--- src/rtl/pipe_flush_ctrl.sv ---
// Front-end PC / pipeline-register control: branch misprediction recovery, load-use stalls,
// HLT handling, and a saturating misprediction counter. The FSM state is exported on `state`.
module pipe_flush_ctrl #(
    parameter int CNT_W = 16
) (
    input  logic             clk,
    input  logic             reset,
    input  logic             jump_pred,
    input  logic [15:0]      jump_pred_adr,
    input  logic             jump_pred_miss,
    input  logic             jump_pred_adr_miss,
    input  logic [15:0]      pcinc_evac,
    input  logic [15:0]      ALUres_mem,
    input  logic             load_use,
    input  logic             halt_id,
    input  logic             restart,
    input  logic [15:0]      pcinc_if,
    output logic [15:0]      pc_next,
    output logic             pc_we,
    output logic             if_id_we,
    output logic             flush_if_id,
    output logic             flush_id_ex,
    output logic             flush_ex_mem,
    output logic [1:0]       state,
    output logic [CNT_W-1:0] mispred_cnt
);

    typedef enum logic [1:0] {
        RUN     = 2'd0,
        STALL   = 2'd1,
        RECOVER = 2'd2,
        HALT    = 2'd3
    } state_t;

    state_t state_q, state_d;
    logic   recovery;

    assign recovery = jump_pred_miss | jump_pred_adr_miss;
    assign state    = state_q;

    always_ff @(posedge clk) begin
        if (reset) begin
            state_q <= RUN;
        end else begin
            state_q <= state_d;
        end
    end

    always_comb begin
        state_d      = state_q;
        pc_next      = pcinc_if;
        pc_we        = 1'b1;
        if_id_we     = 1'b1;
        flush_if_id  = 1'b0;
        flush_id_ex  = 1'b0;
        flush_ex_mem = 1'b0;

        if (reset) begin
            pc_next      = 16'h0000;
            pc_we        = 1'b0;
            if_id_we     = 1'b0;
            flush_if_id  = 1'b1;
            flush_id_ex  = 1'b1;
            flush_ex_mem = 1'b1;
            state_d      = RUN;
        end else if (recovery) begin
            // A resolved taken branch wins over the fall-through when both misses fire.
            pc_next      = jump_pred_adr_miss ? ALUres_mem : pcinc_evac;
            flush_if_id  = 1'b1;
            flush_id_ex  = 1'b1;
            flush_ex_mem = 1'b1;
            state_d      = RECOVER;
        end else begin
            case (state_q)
                HALT: begin
                    pc_we       = 1'b0;
                    if_id_we    = 1'b0;
                    flush_id_ex = 1'b1;
                    state_d     = restart ? RUN : HALT;
                end
                RECOVER: begin
                    // ID holds a wrong-path instruction's successor: predictions and
                    // load-use are stale here, only a real HLT is acted on.
                    if (halt_id) begin
                        pc_we       = 1'b0;
                        if_id_we    = 1'b0;
                        flush_id_ex = 1'b1;
                        state_d     = HALT;
                    end else begin
                        state_d = RUN;
                    end
                end
                default: begin
                    if (halt_id) begin
                        pc_we       = 1'b0;
                        if_id_we    = 1'b0;
                        flush_id_ex = 1'b1;
                        state_d     = HALT;
                    end else if (load_use) begin
                        pc_we       = 1'b0;
                        if_id_we    = 1'b0;
                        flush_id_ex = 1'b1;
                        state_d     = STALL;
                    end else if (jump_pred) begin
                        pc_next = jump_pred_adr;
                        state_d = RUN;
                    end else begin
                        state_d = RUN;
                    end
                end
            endcase
        end
    end

    always_ff @(posedge clk) begin
        if (reset) begin
            mispred_cnt <= '0;
        end else if (recovery && (mispred_cnt != {CNT_W{1'b1}})) begin
            mispred_cnt <= mispred_cnt + CNT_W'(1);
        end
    end

endmodule

--- config.mk ---
export PLATFORM = sky130hd
export DESIGN_NAME = pipe_flush_ctrl
export DESIGN_NICKNAME = d
export VERILOG_FILES = /design/src/rtl/pipe_flush_ctrl.sv
export SDC_FILE = /design/constraint.sdc
export NUM_CORES = 1
export LEC_CHECK = 0
export BUFFER_PORTS_ARGS = -buffer_cell sky130_fd_sc_hd__buf_2
export CORE_ASPECT_RATIO = 1.25
export CORE_MARGIN = 4
export CORE_UTILIZATION = 44
export CTS_CLUSTER_SIZE = 12
export DETAILED_ROUTE_END_ITERATION = 16
export GPL_TIMING_DRIVEN = 0
export PLACE_DENSITY_LB_ADDON = 0.1
export SLEW_MARGIN = 10
export SYNTH_ARGS = -nofsm -noshare
export SYNTH_HDL_FRONTEND = slang
export SYNTH_SLANG_ARGS = --single-unit
--- constraint.sdc ---
create_clock -name clk -period 2.8 [get_ports clk]
set_clock_uncertainty 0.2 [all_clocks]
set_input_delay 0.14 -clock clk [delete_from_list [all_inputs] [get_ports clk]]
set_output_delay 0.14 -clock clk [all_outputs]
set_load 0.01 [all_outputs]
# [Word level (Yosys, flattened, before mapping)]
# Index checks and enable logic that the tools add are counted.
[totals] inputBits=72 out_inout_bits=39 word_cells=38 ff_bits=18
[op_classes] reduce_logical=3 muxes=27 bitwise=1 eq_ne=3 add_sub_neg=1
[ops] operator="$mux 16" n=7
[ops] operator="$add 16x1->16 const B" n=1
[ops] operator="$ne 16x16->1 const B" n=1
[ops] operator="$mux 1" n=13
[ops] operator="$mux 2" n=4
[ops] operator="$eq 2x2->1 const B" n=2
[ops] operator="$pmux 1 s2" n=2
[ops] operator="$pmux 2 s2" n=1
[ops] operator="$reduce_or 2->1" n=2
[ops] operator="$logic_and 1x1->1" n=1
[ops] operator="$or 1x1->1" n=1

# [Longest topological paths before layout]
[logic_depth] depth_word=6 mapped_depth=6 ltp_nobuf=5

# [Worst setup path before layout]
# Ideal clock, no wire load.
[synth_path] path_kind="register to output" startpoint="reg state_q[1] (netlist: state[1])" endpoint="out pc_next[11]" path_buffers=1 path_stages_with_launch=6 slack_ns=0.914 t_arrival_ns=1.546 required_time_ns=2.460 cell_sequence="dfxtp_1 nor4b_4 buf_6 mux2_2 nor2_1 o21ai_0"
[synth_between] elab_chain_cells=5 elab_cells_between_ends=6 classes_between="eq/ne (2); mux (3); reduce/logical (1)"
[synth_lines] item="start: declaration" line="35" text="state_t state_q, state_d;"
[synth_lines] item="start signal: assignment" line="45" text="state_q <= state_d;"
[synth_lines] item="$eq 2x2->1" line="74" text="case (state_q)"
[synth_lines] item="$reduce_or 2->1 (no line) *"
[synth_lines] item="$mux 16 *" line="74"
[synth_lines] item="$mux 16 *" line="66" text="end else if (recovery) begin"
[synth_lines] item="$mux 16 *" line="58" text="if (reset) begin"
[synth_lines] item="end: declaration" line="18" text="output logic [15:0] pc_next,"
# Every way passes the cells marked *; elsewhere a longest branch is shown, timed or not.

# [Worst setup path in the final report]
[layout_path] startpoint="reg state_q[1] (netlist: state[1])" endpoint="out pc_next[9]"
# The elaborated chain is that of the path after synthesis.

==> impl_results.rst <==
.. list-table::
   :header-rows: 1

   * - Metric
     - Value
   * - Synthesized cell area
     - 1510 sq um
   * - Horizontal die dimension
     - 60.4 microns
   * - Status
     - finished clean
   * - Net count after synthesis
     - 281
   * - TritonCTS Buffers
     - 3
   * - Share of final-layout standard cells stronger than drive strength 1
     - 0.444
   * - Count of pins over their slew limit
     - 0
   * - Post-layout total power
     - approximately 0.00067 W
   * - DR DRC count
     - 0
   * - Synth warn
     - 0
   * - Worst setup margin
     - about 390 ps
   * - Setup violations, final
     - 0
   * - EDFF count, synth
     - 0
   * - Sw Ratio
     - 0.283
   * - Clock transition time at the flip-flop clock pins of the worst setup and hold paths
     - 70 ps
   * - Vias in the first global route
     - 1883
   * - Maximum vdd ir drop
     - 359 uV
   * - Number of setup buffers added after CTS
     - 0
   * - Number of nets at the end of the flow
     - 396
   * - Number of buffers inserted by port buffering
     - 110
   * - Num ports
     - roughly 110
   * - Number of rows in the core area
     - 23
   * - Switching component of the power
     - 0.000190 W
   * - Fraction of power consumed by combinational cells
     - 0.268
   * - Number of gates given a new drive strength after cts
     - 0
   * - Class of the tightest hold or removal check
     - primary input to register
   * - Fraction of registers with async set or reset after synthesis
     - 0
   * - Detailed-route via count
     - slightly below 2000
   * - Seq pwr share
     - 0.409
   * - Maximum number of pins on one net before global-route repair
     - 11
   * - Setup CP Type
     - register to output pin
   * - Chip Height
     - roughly 73 microns
   * - First-pass detailed-route iteration total
     - 4
   * - Sequential share of the synthesized area
     - 0.239
   * - Pwr Density
     - 311 nW/um^2
   * - # Max-Cap Violations
     - 0
   * - Count of distinct cell types in the synthesized netlist
     - 37
   * - Max Clk Rate
     - around 420 MHz
   * - H-tree levels
     - 1
   * - Post-route antenna net violation count
     - 0
   * - Worst-skew pair later-pin latency
     - 260 ps
   * - Critical path startpoint category
     - register
   * - Clock Sinks
     - 18
   * - Post-Layout Inst Area
     - 2160 sq um
   * - Routed wirelength normalized by instance count
     - 14.0 microns
   * - Max clock buf depth
     - 2
   * - Ant. Diodes
     - 0
   * - LEAKAGE
     - 0.965 nW
   * - Overall fraction of global-route tracks in use
     - 0.232
   * - Initial antenna violation count
     - 0
   * - CP Capture Type
     - output pin
   * - Total Die Area
     - between 4000 and 5000 sq um
   * - Grt total ovfl
     - 0
   * - Clock root buffer
     - clkbuf_8
   * - Total length of routed wires
     - 5.02 mm
   * - Post-synthesis average cell area
     - 7.25 sq um
   * - Final HPWL from detailed placement
     - 4.05 mm
   * - Cells after Synth
     - 208
   * - Effective utilization at floorplan
     - 0.464
   * - Unrepaired setup endpoints after global routing
     - no
   * - Worst relative slew slack
     - 0.453
   * - Placer's final routability congestion estimate
     - 0.865
   * - Required time of the critical path
     - 2460 ps
   * - Data arrival time of the worst path
     - 2070 ps
   * - Largest fanout of any net on the critical path
     - 10
   * - Placeable Area
     - 3250 sq um
   * - Number of hold buffers added after CTS
     - 0
   * - Setup Total Neg Slack
     - 0 ps
   * - Via density
     - 5.51
   * - Slew at the pin with the worst max-slew slack
     - 813 ps
   * - Primary flip-flop cell chosen by synthesis mapping
     - dfxtp_1
   * - Final hold violation count
     - 0
   * - Hold Worst Slack
     - 30.7 ps
   * - Post-place instance area
     - 2110 sq um
   * - Number of filler instances in the final layout
     - 290
   * - Number of synthesized register bits
     - 18
   * - Area delta synth->final
     - 43.2%
   * - Fin crit period
     - 2410 ps
   * - Post-placement setup slack
     - 652 ps
   * - Iter 0 DRT Violations
     - 100
   * - TritonCTS clock tree
     - built
   * - First-pass GRT wire length
     - 8.14 mm
   * - Portion of total power attributed to the clock network
     - 0.323
   * - Internal power
     - 0.000482 W
   * - Final critical-path share of the clock period
     - 0.860
==> flip-flops by register name (all words and copies together) (netlist names) <==
| name | count |
|---|---|
| state | 2 |
| mispred_cnt | 16 |
==> power by group through the flow <==
stage / Clock (W) / Sequential, W / Combinational [W]
4_1_cts: 0.000221 / 0.000274 / 0.000182
2_1_floorplan: 0 / 0.000281 / 0.0000859
6_report: 0.000217 / 0.000274 / 0.000180
5_1_grt: 0.000240 / 0.000276 / 0.000203
3_5_place_dp: 0 / 0.000280 / 0.000181
3_3_place_gp: 0 / 0.000280 / 0.000180
==> kinds of logic (layout without fill, tap and decap cells) <==
kind of cell	after synthesis	in the layout	synth area share
simple gates	86	86	0.312
flops	18	18	0.239
compound gates	68	68	0.256
fa+ha+maj	1	1	0.00829
mux	16	16	0.119
buf+inv	19	133	0.0655
==> stage by stage <==
step,util,cells
after global placement,0.648,355
after CTS,0.664,359
final,0.664,359
after global routing,0.664,359
after floorplan,-,208
after detailed placement,0.648,355
==> area by class of cell <==
cell class                      instances  area, sq um  share of cell area
Multi-Input combinational cell        171         1050               0.486
Timing Repair Buffer                  110          551               0.255
Sequential cell                        18          360               0.167
Buffer                                 12         72.6              0.0336
Clock buffer                            4         55.1              0.0255
Tap cell                               37         46.3              0.0214
Inverter                                7         26.3              0.0122
==> synth_stat cells (3+ instances only) <==
cell      count  area [sq um]
nor3_1        3          15.0
clkbuf_1      5          18.8
o21ai_0      36           180
buf_4         3          22.5
nand3_1       6          30.0
dfxtp_1      18           360
o31ai_1       6          45.0
nor2b_1       5          31.3
nand2_1      21          78.8
nand4_1       5          31.3
nor2_1       20          75.1
mux2_2       16           180
a211oi_1      3          22.5
or4_1         7          52.6
a21oi_1      15          75.1
inv_1         7          26.3
or3_1         6          37.5
nor4_1        3          18.8
==> worst max-delay path, stage by stage, from the launching register on <==
cell and delay (ps):
dfxtp_1 360, nor4b_4 550, buf_6 240, mux2_2 340, nor2_1 90, o21ai_0 80
buf_2 140
==> cells in the final DEF (no fill, tap or decap), types with 7 or more instances in the layout <==
cell type	count
nor2_1	20
dfxtp_1	18
a21oi_1	15
or4_1	7
o21ai_0	36
mux2_2	16
inv_1	7
nand2_1	21
buf_2	111
==> layer usage <==
| layer | vias up | GRT usage | share of wire |
|---|---|---|---|
| met5 | - | 0 | 0 |
| met4 | 0 | 0.0985 | 0.017 |
| met3 | 9 | 0.0668 | 0.098 |
| met2 | 91 | 0.400 | 0.51 |
| met1 | 878 | 0.258 | 0.38 |
| li1 | 999 | - | - |
==> final timing paths <==
path / start / endpoint / cells past startpoint / slack (ps)
max: state[1] / pc_next[9] / 6 / 390
max reg2reg: mispred_cnt[0] / mispred_cnt[5] / 6 / 770
min: restart / state[1] / 4 / 30
min reg2reg: mispred_cnt[14] / mispred_cnt[14] / 2 / 330
Note: power is estimated with default switching activity, not from simulation.
